<file path="src/rtl/spirose_pkg.sv">
// Shared definitions for the SpiRose slice RAM path: slice geometry, RGB565 layout, writer states.
// Latency: n/a (package only).
// Backpressure: n/a.
package spirose_pkg;

    localparam int ROW_SIZE    = 40;
    localparam int COLUMN_SIZE = 48;
    localparam int IMAGE_SIZE  = ROW_SIZE * COLUMN_SIZE;

    // RGB565 field offsets; the framebuffer colour decode relies on the same layout.
    localparam int RGB565_B_OFS = 0;
    localparam int RGB565_G_OFS = 5;
    localparam int RGB565_R_OFS = 11;

    typedef enum logic [1:0] {
        SYNC,
        FILL,
        RUN
    } wr_state_t;

endpackage

</file>
<file path="src/rtl/rgb888_to_rgb565.sv">
// Packs an RGB888 pixel into RGB565 by truncating each channel to its MSBs.
// Latency: 1 cycle (registered output).
// Backpressure: none; accepts a new pixel every cycle.
// Ports: clk/rst_n, rgb (R[23:16] G[15:8] B[7:0]) in, rgb565 out.
module rgb888_to_rgb565
    import spirose_pkg::*;
(
    input  logic        clk,
    input  logic        rst_n,
    input  logic [23:0] rgb,
    output logic [15:0] rgb565
);

    logic [15:0] rgb565_d;
    logic [15:0] rgb565_q;
    logic        unused_lsbs;

    always_comb begin
        rgb565_d                      = '0;
        rgb565_d[RGB565_R_OFS +: 5]   = rgb[23:19];
        rgb565_d[RGB565_G_OFS +: 6]   = rgb[15:10];
        rgb565_d[RGB565_B_OFS +: 5]   = rgb[7:3];
    end

    // Dropped channel LSBs are intentionally discarded.
    assign unused_lsbs = ^{rgb[18:16], rgb[9:8], rgb[2:0]};

    always_ff @(posedge clk or negedge rst_n) begin
        if (!rst_n) begin
            rgb565_q <= '0;
        end else begin
            rgb565_q <= rgb565_d;
        end
    end

    assign rgb565 = rgb565_q;

endmodule

</file>
<file path="src/rtl/rgb_ram_writer.sv">
// Writes the parallel RGB888 video stream, packed to RGB565, sequentially into the slice RAM from RAM_BASE.
// Latency: a pixel sampled at edge n is presented on the RAM write port after edge n+2.
// Backpressure: none; one write per cycle sustained, the RAM must accept every write.
// Ports: clk_33/nrst; rgb/de/vsync video in; ram_addr/ram_data/ram_we write port; stream, frame_error status.
module rgb_ram_writer
    import spirose_pkg::*;
#(
    parameter int          RAM_ADDR_WIDTH = 32,
    parameter int          RAM_DATA_WIDTH = 16,
    parameter int unsigned RAM_BASE       = 0,
    parameter int          SLICES_IN_RAM  = 18,
    parameter int          ROW_SIZE       = spirose_pkg::ROW_SIZE,
    parameter int          COLUMN_SIZE    = spirose_pkg::COLUMN_SIZE
) (
    input  logic                      clk_33,
    input  logic                      nrst,
    input  logic [23:0]               rgb,
    input  logic                      de,
    input  logic                      vsync,
    output logic [RAM_ADDR_WIDTH-1:0] ram_addr,
    output logic [RAM_DATA_WIDTH-1:0] ram_data,
    output logic                      ram_we,
    output logic                      stream,
    output logic                      frame_error
);

    localparam int IMAGE_SIZE   = ROW_SIZE * COLUMN_SIZE;
    localparam int FRAME_PIXELS = IMAGE_SIZE * SLICES_IN_RAM;
    localparam int CNT_W        = $clog2(FRAME_PIXELS + 1);

    localparam logic [CNT_W-1:0]          CNT_FULL  = CNT_W'(FRAME_PIXELS);
    localparam logic [RAM_ADDR_WIDTH-1:0] BASE_ADDR = RAM_ADDR_WIDTH'(RAM_BASE);

    // Input stage
    logic [23:0] rgb_d, rgb_q;
    logic        de_d, de_q;
    logic        vsync_d, vsync_q;
    logic        vsync_prev_d, vsync_prev_q;

    // Control stage, aligned with the packer output
    wr_state_t                 state_d, state_q;
    logic [CNT_W-1:0]          pix_cnt_d, pix_cnt_q;
    logic                      ovf_d, ovf_q;
    logic                      err_d, err_q;
    logic                      we_d, we_q;
    logic [RAM_ADDR_WIDTH-1:0] wr_addr_d, wr_addr_q;

    // Output stage
    logic [RAM_ADDR_WIDTH-1:0] ram_addr_d, ram_addr_q;
    logic [RAM_DATA_WIDTH-1:0] ram_data_d, ram_data_q;
    logic                      ram_we_d, ram_we_q;
    logic                      stream_d, stream_q;

    logic [15:0] pix565;
    logic        vsync_edge;
    logic        accept;

    rgb888_to_rgb565 u_pack (
        .clk    (clk_33),
        .rst_n  (nrst),
        .rgb    (rgb_q),
        .rgb565 (pix565)
    );

    assign vsync_edge = vsync_q & ~vsync_prev_q;
    // de is masked while vsync is high, so an edge and a pixel never share a cycle.
    assign accept     = de_q & ~vsync_q & (state_q != SYNC);

    always_comb begin
        rgb_d        = rgb;
        de_d         = de;
        vsync_d      = vsync;
        vsync_prev_d = vsync_q;

        state_d   = state_q;
        pix_cnt_d = pix_cnt_q;
        ovf_d     = ovf_q;
        err_d     = 1'b0;
        we_d      = 1'b0;
        wr_addr_d = wr_addr_q;

        if (vsync_edge) begin
            pix_cnt_d = '0;
            ovf_d     = 1'b0;
            case (state_q)
                SYNC:    state_d = FILL;
                FILL:    err_d   = (pix_cnt_q != CNT_FULL);
                RUN: begin
                    if (pix_cnt_q != CNT_FULL) begin
                        err_d   = 1'b1;
                        state_d = FILL;
                    end
                end
                default: state_d = SYNC;
            endcase
        end else if (accept) begin
            if (pix_cnt_q == CNT_FULL) begin
                // Excess pixels are dropped; flag the frame only once.
                if (!ovf_q) begin
                    err_d = 1'b1;
                    ovf_d = 1'b1;
                end
            end else begin
                we_d      = 1'b1;
                wr_addr_d = BASE_ADDR + RAM_ADDR_WIDTH'(pix_cnt_q);
                pix_cnt_d = pix_cnt_q + CNT_W'(1);
                if (state_q == FILL && pix_cnt_d == CNT_FULL) begin
                    state_d = RUN;
                end
            end
        end

        ram_addr_d = wr_addr_q;
        ram_data_d = RAM_DATA_WIDTH'(pix565);
        ram_we_d   = we_q;
        // Sampled one stage late so it rises with the last write of the first frame.
        stream_d   = (state_q == RUN);
    end

    always_ff @(posedge clk_33 or negedge nrst) begin
        if (!nrst) begin
            rgb_q        <= '0;
            de_q         <= 1'b0;
            vsync_q      <= 1'b0;
            vsync_prev_q <= 1'b0;
            state_q      <= SYNC;
            pix_cnt_q    <= '0;
            ovf_q        <= 1'b0;
            err_q        <= 1'b0;
            we_q         <= 1'b0;
            wr_addr_q    <= BASE_ADDR;
            ram_addr_q   <= BASE_ADDR;
            ram_data_q   <= '0;
            ram_we_q     <= 1'b0;
            stream_q     <= 1'b0;
        end else begin
            rgb_q        <= rgb_d;
            de_q         <= de_d;
            vsync_q      <= vsync_d;
            vsync_prev_q <= vsync_prev_d;
            state_q      <= state_d;
            pix_cnt_q    <= pix_cnt_d;
            ovf_q        <= ovf_d;
            err_q        <= err_d;
            we_q         <= we_d;
            wr_addr_q    <= wr_addr_d;
            ram_addr_q   <= ram_addr_d;
            ram_data_q   <= ram_data_d;
            ram_we_q     <= ram_we_d;
            stream_q     <= stream_d;
        end
    end

    assign ram_addr    = ram_addr_q;
    assign ram_data    = ram_data_q;
    assign ram_we      = ram_we_q;
    assign stream      = stream_q;
    assign frame_error = err_q;

endmodule
</file>
<file path="config.mk">
export PLATFORM = sky130hd
export DESIGN_NAME = rgb_ram_writer
export DESIGN_NICKNAME = d
export VERILOG_FILES = /design/src/rtl/spirose_pkg.sv /design/src/rtl/rgb888_to_rgb565.sv /design/src/rtl/rgb_ram_writer.sv
export SDC_FILE = /design/constraint.sdc
export NUM_CORES = 1
export LEC_CHECK = 0
export ABC_CLOCK_PERIOD_IN_PS = 3000
export CAP_MARGIN = 0
export CORE_MARGIN = 1.5
export CORE_UTILIZATION = 42
export CTS_CLUSTER_SIZE = 16
export DETAILED_ROUTE_END_ITERATION = 12
export PLACE_DENSITY_LB_ADDON = 0.1
export SLEW_MARGIN = 20
export SYNTH_ARGS = -nofsm -noshare
export SYNTH_HDL_FRONTEND = slang
export SYNTH_SLANG_ARGS = --single-unit
</file>
<file path="constraint.sdc">
create_clock -name clk_33 -period 3 [get_ports clk_33]
set_input_delay 0.6 -clock clk_33 [delete_from_list [all_inputs] [get_ports clk_33]]
set_output_delay 0.6 -clock clk_33 [all_outputs]
set_load 0.01 [all_outputs]
</file>
==> Word-level counts from Yosys, hierarchy flattened <==
Index checks and enable logic that the tools add are counted.
{ "totals": {"regBits": 114, "input_bits": 28, "output_inout_bits": 51, "elab_cells": 62} }
{ "op_classes": {"add_sub_neg": 1, "n_eq_ne": 8, "n_mux": 21, "bitwise_logic": 7, "n_reduce_logical": 10} }
{ "ops": {"columns": ["op", "count"], "rows": [
  ["16-bit 2-to-1 mux", 3],
  ["16-bit == test, second input constant", 2],
  ["16-bit by 1-bit adder with 16-bit output, second input constant", 1],
  ["16-bit inequality test, second input constant", 1],
  ["1-bit 2-to-1 mux", 11],
  ["2-bit 2-to-1 mux", 5],
  ["2-bit nonzero test", 4],
  ["2-bit case mux with 3 select lines", 1],
  ["5-bit AND reduction", 1],
  ["2-bit inequality test, second input constant", 2],
  ["1-bit NOT", 4],
  ["2-bit AND reduction", 2],
  ["1-bit AND", 3],
  ["3-bit by 2-bit inequality test with 1-bit output, second input constant", 1],
  ["3-bit AND reduction", 1],
  ["2-bit by 1-bit == test with 1-bit output, second input constant", 1],
  ["2-bit == test, second input constant", 1],
  ["2-bit logical NOT", 1],
  ["1-bit case mux with 2 select lines", 1],
  ["1-bit logical AND", 1]
]} }

==> Longest topological paths before layout <==
Gate-level depths: netlist of the first run.
{ "logic_depth": {"depth_word": 7, "depth_mapped": 10, "mapped_depth_nobuf": 9} }

==> By module <==
A second synthesis of the first run with hierarchy kept.
{ "unflattened": {"hier_cells": 324, "hier_area_um2": 4086.4} }
{ "modules_own_cells": {"columns": ["mod", "n_inst", "cells_each", "area_per_inst_um2", "seq_area_each_um2"], "rows": [
  ["rgb_ram_writer", 1, 308, 3686.0, 2452.4],
  ["rgb888_to_rgb565", 1, 16, 400.4, 400.4]
]} }

==> Least setup slack after synthesis of the first run <==
Ideal clock, no wire load.
{ "synth_timing": {"kind": "register to register", "startpoint": "register pix_cnt_q[5]", "endpoint": "register state_q[0]", "setup_ns": 0.065, "arrival_time_ns": 1.917, "path_slack_ns": 1.018, "path_stages_with_launch": 8, "n_path_buf": 0, "path_cell_list": "dfrtp_1 -> or3_4 -> nor4_4 -> a21bo_2 -> inv_2 -> or3_1 -> and3_1 -> nand2_1"} }
{ "synth_via": {"elab_chain_len": 5, "word_cells_on_any_way": 9, "cone_classes": "1 x add/sub; 5 x eq/ne; 3 x reduce/logical"} }
{ "synth_lines": {"columns": ["element", "line_no", "text"], "rows": [
  ["start: declaration", "rgb_ram_writer.sv:42", "logic [CNT_W-1:0] pix_cnt_d, pix_cnt_q;"],
  ["start signal: assignment", "rgb_ram_writer.sv:142", "pix_cnt_q <= pix_cnt_d;"],
  ["16-bit by 1-bit adder with 16-bit output", "rgb_ram_writer.sv:106", "pix_cnt_d = pix_cnt_q + CNT_W'(1);"],
  ["16-bit == test", "rgb_ram_writer.sv:107", "if (state_q == FILL && pix_cnt_d == CNT_FULL) begin"],
  ["1-bit logical AND", "rgb_ram_writer.sv:107", null],
  ["2-bit nonzero test (no source line)", null, null],
  ["5-bit AND reduction (no source line) (*)", null, null],
  ["end signal: assignment", "rgb_ram_writer.sv:141", "state_q <= state_d;"],
  ["end: declaration", "rgb_ram_writer.sv:41", "wr_state_t state_d, state_q;"]
]} }
Every way passes the cells marked *; elsewhere a longest branch is shown, timed or not.
A chain may end at the register's enable or synchronous reset.

==> Final worst setup path of the first run <==
{ "layout_timing": {"startpoint": "register pix_cnt_q[5]", "endpoint": "register pix_cnt_q[5]"} }
{ "layout_via": {"elab_chain_len": 4, "word_cells_on_any_way": 7, "cone_classes": "1 x add/sub; 2 x eq/ne; 3 x mux; 1 x reduce/logical"} }
{ "layout_lines": {"columns": ["element", "line_no", "text"], "rows": [
  ["16-bit by 1-bit adder with 16-bit output", "rgb_ram_writer.sv:106", null],
  ["16-bit 2-to-1 mux", "rgb_ram_writer.sv:97", "if (pix_cnt_q == CNT_FULL) begin"],
  ["16-bit 2-to-1 mux", "rgb_ram_writer.sv:96", "end else if (accept) begin"],
  ["16-bit 2-to-1 mux", "rgb_ram_writer.sv:82", "if (vsync_edge) begin"]
]} }
Several ways; a longest one is shown, not always the timed one. The select of a mux whose other input is x is not followed.

==> results of run 1 <==
sequential cells by signal, indices dropped and copies added, names as in the netlist, 2 cells and up:
signal	count
ram_addr	16
ram_addr_d	16
rgb_q	16
ram_data	16
pix_cnt_q	16
u_pack.rgb565	16
state_q	2
per-layer routing:
metal	vias up	part of all wire
met4	0	0.016
met3	7	0.036
met5	-	0
met1	1152	0.48
met2	59	0.46
li1	1151	-
cell usage after synthesis, types with 4 or more instances:
master / number
nand2_1: 56
a21oi_1: 4
nor2_1: 13
inv_1: 6
nor3_1: 4
o31ai_1: 6
buf_2: 5
dfrtp_1: 106
nand3_1: 13
ha_1: 5
nand2b_1: 4
and3_1: 6
clkbuf_1: 11
o21ai_0: 27
buf_4: 16
power by group through the flow:
stage,logic [W],clock network (W),registers [W]
2_1_floorplan,0.0000780,0,0.00154
3_3_place_gp,0.000177,0,0.00154
3_5_place_dp,0.000180,0,0.00154
4_1_cts,0.000180,0.000879,0.00151
5_1_grt,0.000197,0.000941,0.00152
6_report,0.000175,0.000834,0.00151
through the flow:
| step | util | instances |
|---|---|---|
| floorplan | - | 338 |
| global placement | 0.505 | 471 |
| detailed placement | 0.505 | 471 |
| CTS | 0.527 | 487 |
| global route | 0.527 | 487 |
| finish | 0.527 | 487 |
area by class of cell:
type / instances / share of cell area
Multi-Input combinational cell: 193 / 0.228
Inverter: 7 / 0.00567
Tap cell: 108 / 0.0291
Clock inverter: 7 / 0.0148
Clock buffer: 9 / 0.0267
Sequential cell: 106 / 0.572
Timing Repair Buffer: 57 / 0.124
how the worst max path moves through the flow:
stage                          endpoint          from  cells after the start  slack (ns)
after global placement       state_q[0]  pix_cnt_q[0]                      7        0.70
after detailed placement     state_q[0]  pix_cnt_q[5]                      7        0.71
after CTS                    state_q[0]  pix_cnt_q[5]                      7        0.69
final                      pix_cnt_q[5]  pix_cnt_q[5]                      7        0.69
after global routing      pix_cnt_q[10]    state_q[0]                      9        0.46
after floorplan              state_q[0]  pix_cnt_q[5]                      7        1.02
worst register-to-register path, stage by stage, from the launching register on:
cell	delay (ns)
dfrtp_1	0.47
or3_4	0.43
nor4_4	0.35
a21bo_2	0.21
buf_4	0.35
nor2_1	0.11
o21ai_0	0.16
o41ai_1	0.10
kinds of logic after synthesis:
family | share of synthesized area
AOI/OAI and AO/OA | 0.0741
xor gates and xnor gates | 0.0113
adders and majority gates | 0.0162
buffers and inverters | 0.0550
DFF | 0.686
muxes | 0.00550
other | 0.000970
and+or+nand+nor | 0.151
==> results.sh, run 1 <==
export IMPL_die_h_um=98.9
export IMPL_cpPeakStageDelay_ns=0.47
export IMPL_tritoncts="yes"
export IMPL_vdd_drop_max_mv=0.268
export IMPL_hold_ws_ns=0.220
export IMPL_period_needed_ns=2.31
export IMPL_cts_max_level=3
export IMPL_finalSetupViolCount=0
export IMPL_setup_tns_ns=0
export IMPL_die_area_mm2=0.00979
export IMPL_yosysUniqueCellTypes=41
export IMPL_worstSetupPathType="reg -> reg"
export IMPL_firstDrtPassIters=8
export IMPL_synth_area_leaders="dfrtp_1, nand2_1, o21ai_0"
export IMPL_fillers=782
export IMPL_p_leak_nw=2.09
export IMPL_seq_area_mm2=0.00265
export IMPL_synth_edf_count=0
export IMPL_grt_pass1_wl_um=10700
export IMPL_p_clk_frac=0.331
export IMPL_async_flop_share=1.00
export IMPL_finalHoldViolCount=0
export IMPL_synth_top_area_share=0.686
export IMPL_layout_commonest_cell="dfrtp_1"
export IMPL_antenna_left=0
export IMPL_grt_pass1_vias=2188
export IMPL_use_met2=0.217
export IMPL_ys_flop_type="dfrtp_1"
export IMPL_met3_usage=0.0298
export IMPL_multiInputGateArea_mm2=0.00106
export IMPL_place_ws_ns=0.711
export IMPL_clkSinkCount=106
export IMPL_die_w_um=98.9
export IMPL_postLayoutCellArea_mm2=0.00464
export IMPL_fin_ws_ns=0.693
export IMPL_violations="design-rule violations"
export IMPL_power_internal_w=0.00189
export IMPL_hp_class="in -> async"
export IMPL_rr_endpoint="pix_cnt_q[5]"
export IMPL_slew_violations=0
export IMPL_synthCells=323
export IMPL_rsz0062_at_grt="false"
export IMPL_fin_total_pwr_w=0.00252
export IMPL_reg2reg_depth=7
export IMPL_vias=2369
export IMPL_postCtsSetupBuffers=0
export IMPL_wire_per_inst_um=12.8
export IMPL_synth_seq_cells=106
export IMPL_layout_drive_gt1_share=0.0739
export IMPL_worstPathArrival_ns=2.54
export IMPL_r2r_slack_ns=0.69
export IMPL_place_congestion=0.803
export IMPL_grt_max_degree=61
export IMPL_grt_total_usage=0.141
export IMPL_pwr_share_comb=0.069
export IMPL_final_cell_mix="dfrtp_1, nand2_1, clkdlybuf4s50_1"
export IMPL_path_cells="or3_4 -> nor4_4 -> a21bo_2 -> buf_4 -> nor2_1 -> o21ai_0 -> o41ai_1"
export IMPL_totalWireLength_um=6240
export IMPL_rr_startpoint="pix_cnt_q[5]"
export IMPL_rows=34
export IMPL_slowest_stage="dfrtp_1"
export IMPL_netlist_area_mm2=0.00387
export IMPL_yosys_area_top_type="dfrtp_1"
export IMPL_syn2layout_area_growth_pct=19.9
export IMPL_fin_nets=407
export IMPL_grt_use_met1=0.192
export IMPL_core_area_mm2=0.00881
export IMPL_max_cap_viol_count=0
export IMPL_clock_root_buffer="clkbuf_8"
export IMPL_hpwl_um=3910
export IMPL_cellPowerDensity_mw_per_mm2=544
export IMPL_syn_area_per_cell_um2=12.0
export IMPL_n_antenna_cell=0
export IMPL_worst_slew_pin_transition_ns=0.746
export IMPL_drc=2
export IMPL_initial_core_util=0.439
export IMPL_required_ns=3.24
export IMPL_crit_buf_inv=1
export IMPL_place_area_mm2=0.00444
export IMPL_cp_top_family="simple AND/OR/NAND/NOR gates"
export IMPL_status="finished with violations"
export IMPL_busiest_layer="met2"
export IMPL_yosysSeqAreaShare=0.686
export IMPL_io_buffers=54
export IMPL_clock_fmax_mhz=434
export IMPL_antenna_found_initial=0
export IMPL_cts_resized_gates=0
export IMPL_critPathMaxFanout=40
export IMPL_clockBufferDepth=2
export IMPL_viasPerCell=4.86
export IMPL_ios=79
export IMPL_start_kind="flip-flop"
export IMPL_clkTransAtPathRegs_ns=0.11
export IMPL_synth_warnings=0
export IMPL_relSlewSlack=0.498
export IMPL_skew_ns=0.0124
export IMPL_grt_overflow=0
export IMPL_drt_iter0_drc=80
export IMPL_cts_buffers=9
export IMPL_pwr_share_seq=0.600
export IMPL_cp_end_kind="flip-flop"
export IMPL_finalCritPeriodShare=0.769
export IMPL_switchingPower_w=0.000635
export IMPL_hold_buffers=0
export IMPL_insertion_delay_ns=0.36
export IMPL_swShare=0.252
Note: power is estimated with default switching activity, not from simulation.
==> inputs of run 2 (changes only) <==
Settings changed: ABC_CLOCK_PERIOD_IN_PS 3000 to 1910.
Clock period 3 ns to 1.91 ns, I/O delays scaled along.
==> run 2 against run 1 <==
  * Routed wire length increased by 9.8%
  * Power is 62% higher
  * Sequential share of layout area down 5.4 points
  * Via count rose by 8.1%
  * Combinational power grew 150%
  * Non-clock buffer count up 48
  * The flow finishes with violations (design-rule violations, negative setup slack)
  * Clock-buffer cell count grew 1
==> results.sh, run 2 (synthesis results as in run 1) <==
export IMPL_fin_total_pwr_w=0.00408
export IMPL_reg2reg_depth=8
export IMPL_die_w_um=98.9
export IMPL_die_area_mm2=0.00979
export IMPL_tritoncts="yes"
export IMPL_endpoint="state_q[0]"
export IMPL_hpwl_um=4320
export IMPL_finalHoldViolCount=0
export IMPL_fin_nets=455
export IMPL_skew_ns=0.0149
export IMPL_grt_max_degree=107
export IMPL_fin_ws_ns=-0.0666
export IMPL_totalWireLength_um=6850
export IMPL_rr_startpoint="pix_cnt_q[5]"
export IMPL_n_antenna_cell=0
export IMPL_clkSinkCount=106
export IMPL_place_congestion=0.821
export IMPL_cts_buffers=9
export IMPL_grt_overflow=0
export IMPL_antenna_found_initial=0
export IMPL_slew_violations=0
export IMPL_ios=79
export IMPL_cellPowerDensity_mw_per_mm2=796
export IMPL_io_buffers=54
export IMPL_core_area_mm2=0.00881
export IMPL_finalSetupViolCount=2
export IMPL_syn2layout_area_growth_pct=32.5
export IMPL_critPathMaxFanout=9
export IMPL_crit_start="pix_cnt_q[5]"
export IMPL_insertion_delay_ns=0.36
export IMPL_worst_slew_pin_transition_ns=0.558
export IMPL_worstSetupPathType="reg -> reg"
export IMPL_hold_buffers=0
export IMPL_clkTransAtPathRegs_ns=0.11
export IMPL_vias=2560
export IMPL_worstPathArrival_ns=2.28
export IMPL_clockBufferDepth=2
export IMPL_p_leak_nw=2.35
export IMPL_start_kind="flip-flop"
export IMPL_final_cell_mix="dfrtp_1, clkdlybuf4s50_1, nand2_1"
export IMPL_violations="design-rule violations, negative setup slack"
export IMPL_max_cap_viol_count=0
export IMPL_vdd_drop_max_mv=0.517
export IMPL_wire_per_inst_um=12.8
export IMPL_period_needed_ns=1.98
export IMPL_firstDrtPassIters=8
export IMPL_drt_iter0_drc=101
export IMPL_rows=34
export IMPL_grt_total_usage=0.154
export IMPL_layout_drive_gt1_share=0.230
export IMPL_relSlewSlack=0.627
export IMPL_cp_end_kind="flip-flop"
export IMPL_cts_max_level=3
export IMPL_viasPerCell=4.79
export IMPL_clock_fmax_mhz=506
export IMPL_hold_ws_ns=0.0743
export IMPL_rsz0062_at_grt="true"
export IMPL_die_h_um=98.9
export IMPL_hp_class="in -> async"
export IMPL_status="finished with violations"
export IMPL_clock_root_buffer="clkbuf_8"
export IMPL_rr_endpoint="state_q[0]"
export IMPL_drc=3
export IMPL_antenna_left=0
export IMPL_initial_core_util=0.439
export IMPL_finalCritPeriodShare=1.03
export IMPL_grt_pass1_vias=2513
export IMPL_r2r_slack_ns=-0.07
export IMPL_layout_commonest_cell="dfrtp_1"
export IMPL_required_ns=2.22
export IMPL_grt_pass1_wl_um=11800
## run 2: worst max-delay path: stages, from the launching register on
cell     delay [ns]
dfrtp_1        0.39
or3_4          0.41
nor4_4         0.16
a21bo_2        0.21
inv_2          0.07
buf_8          0.13
or3_1          0.33
and3_1         0.16
nand2_1        0.06
## run 2: report_power, final
group	switching (W)	internal, W
Combinational	0.000205	0.000224
Clock	0.000779	0.000505
Sequential	0.0000336	0.00233
Total	0.00102	0.00306
## run 2: per-layer routing
metal,global-route usage,vias up,part of all wire
met5,0,-,0
met4,0.0615,0,0.018
met3,0.0362,11,0.032
met2,0.243,48,0.49
met1,0.206,1257,0.46
li1,-,1244,-
## run 2: worst min-delay path by stage
| stage | from | to | slack [ns] | cells past startpoint |
|---|---|---|---|---|
| final | nrst | u_pack.rgb565[5] | 0.07 | 2 |
| after global routing | nrst | ram_data[7] | 0.1 | 2 |
| after CTS | nrst | ram_data[13] | 0.1 | 2 |
| after detailed placement | u_pack.rgb565[12] | ram_data[12] | 0.33 | 0 |
| after global placement | rgb_q[13] | u_pack.rgb565[8] | 0.33 | 0 |
| after floorplan | nrst | de_q | 0.09 | 0 |
## run 2: layout make-up
class                           count  area (µm²)
Fill cell                         725        3680
Clock buffer                       10         128
Timing Repair Buffer              105         965
Inverter                            7        26.3
Tap cell                          108         135
Sequential cell                   106        2650
Clock inverter                      6        61.3
Multi-Input combinational cell    193        1160
## run 2: timing repair
item | 4_1_cts | 5_1_grt
endpoints found under the setup margin | 16 | 25
pin swaps | 2 | 3
resized for setup | 15 | 29
setup buffers | 13 | 1
## run 2: stage by stage
stage / TNS (ns) / setup WS [ns] / std cells / utilization / instance area [µm²]
after global placement: -2.62 / -0.240 / 505 / 0.534 / 4700
after CTS: -0.0489 / -0.0422 / 534 / 0.573 / 5040
after floorplan: 0 / 0.00103 / 338 / - / 3920
final: -0.0935 / -0.0666 / 535 / 0.582 / 5120
after detailed placement: -3.76 / -0.333 / 505 / 0.534 / 4700
after global routing: -0.723 / -0.141 / 535 / 0.582 / 5120
==> edit (settings of run 2) <==
Set the package constant `RGB565_G_OFS` to 4 (it was 5).
--- a/src/rtl/spirose_pkg.sv
+++ b/src/rtl/spirose_pkg.sv
@@ -11,3 +11,3 @@
     localparam int RGB565_B_OFS = 0;
-    localparam int RGB565_G_OFS = 5;
+    localparam int RGB565_G_OFS = 4;
     localparam int RGB565_R_OFS = 11;
Behaviour: not the same (Yosys sat finds a counterexample within 4 cycles, from zero or initial values and one cycle with nrst low).
==> edit against run 2 <==
The run ends with setup timing left; synthesized area increased by 1.8%; core utilization decreased by 1.4 points; fmax increased by 3.1%; wire length increased by 7.7%; cell count increased by 1.7%; cell area increased by 1.5%; critical path type unchanged; worst setup slack improved by 0.060 ns; highest routed layer unchanged; sequential cell count decreased by 3; total power increased by 12%; clock power increased by 9%.
==> edit: results <==
{
  "grtUsageMet1": 0.209,
  "worst_slack_ns": -0.00671,
  "r2r_end": "pix_cnt_q[15]",
  "ys_types": 44,
  "wl_met3_um": 351,
  "layout-drive-gt1-share": 0.229,
  "dpl.cell_count": 518,
  "worstReg2RegStart": "pix_cnt_q[0]",
  "nFillCells": 766,
  "arrival_ns": 2.20,
  "vdd_drop_max_v": 0.000434,
  "die-width_um": 99.8,
  "wire_per_inst_um": 13.6,
  "violations": "setup timing",
  "crit_slowest_cell": "dfrtp_1",
  "ys_seq_area_frac": 0.655,
  "grt.total_usage": 0.159,
  "outcome": "complete, but fails checks",
  "vias": 2569,
  "grt_max_degree": 37,
  "reg2reg_depth": 11,
  "setup_violations": 2,
  "instances_no_fill": 544,
  "dp_hpwl_um": 5060,
  "first_pass_iters": 4,
  "whs_ns": 0.346,
  "met1_length_um": 3360,
  "tns_ns": -0.0109,
  "swShare": 0.269,
  "fin_nets": 463,
  "io_buffers": 52,
  "wl_met2_um": 3540,
  "clock-skew-final_ns": 0.0168,
  "synth_common_cells": "103 x dfrtp_1, 59 x nand2_1, 23 x buf_4, 16 x o21ai_1, 12 x buf_2"
}
[edit: cell types whose count changed in the layout (fill, tap and decap cells not counted), sizes merged, moves of 4 or more]
cell	change
a211o	+4
and3	-5
and4	+4
buf	+9
nand3	-6
nand4	+5
[edit: how the worst max path moves through the flow]
| stage | from | endpoint | depth (start not counted) |
|---|---|---|---|
| final | pix_cnt_q[0] | pix_cnt_q[15] | 11 |
| after detailed placement | pix_cnt_q[1] | pix_cnt_q[15] | 10 |
| after CTS | pix_cnt_q[1] | state_q[1] | 9 |
| after floorplan | pix_cnt_q[0] | pix_cnt_q[4] | 12 |
| after global routing | pix_cnt_q[0] | pix_cnt_q[15] | 10 |
| after global placement | pix_cnt_q[1] | pix_cnt_q[15] | 10 |
[edit: final cells by class]
class / count / area, µm² / area share
Tap cell: 111 / 139 / 0.0267
Clock buffer: 9 / 124 / 0.0238
Inverter: 6 / 30.0 / 0.00577
Sequential cell: 103 / 2580 / 0.496
Timing Repair Buffer: 113 / 1050 / 0.202
Multi-Input combinational cell: 196 / 1200 / 0.231
Clock inverter: 6 / 76.3 / 0.0147
[edit: metrics by stage]
| step | utilization | instance area (µm²) | setup WS, ns |
|---|---|---|---|
| 2_1_floorplan | - | 4020 | 0.00345 |
| 3_5_place_dp | 0.523 | 4790 | -0.116 |
| 5_1_grt | 0.568 | 5200 | -0.115 |
| 6_report | 0.568 | 5200 | -0.00671 |
| 4_1_cts | 0.557 | 5090 | -0.00165 |
| 3_3_place_gp | 0.523 | 4790 | -0.0994 |
[edit: cell families (layout without fill, tap and decap cells)]
kind of cell    Yosys count  after routing  synth area share
buf+inv                  48            134            0.0798
other cells               1             17          0.000952
fa+ha+maj                 6              6            0.0191
xor+xnor                  7              7            0.0156
simple gates            115            115             0.152
mux                       1              1           0.00254
compound gates           50             50            0.0756
flops                   103            103             0.655
[edit: power groups by stage]
stage | clock [µW] | sequential (µW) | combinational (µW)
2_1_floorplan | 0 | 2420 | 347
3_3_place_gp | 0 | 2390 | 696
3_5_place_dp | 0 | 2400 | 701
4_1_cts | 1450 | 2360 | 768
5_1_grt | 1530 | 2370 | 912
6_report | 1390 | 2360 | 829
[edit: repair_timing]
item | CTS | global route
setup buffers | 2 | 8
endpoints found under the hold margin | 32 | 0
gates resized for setup | 17 | 12
hold buffers | 1 | 0
endpoints found under the setup margin | 28 | 27
pin swaps | 2 | 8
cloned | 0 | 0
[edit: critical path: cells and delay by family, from the launching register on]
kind | cells | cell delay (ns)
AND/OR/NAND/NOR | 4 | 0.69
buffers and inverters | 4 | 0.44
flip-flops | 1 | 0.42
AO/OA/AOI/OAI | 2 | 0.15
adder cells (fa/ha/maj) | 1 | 0.14
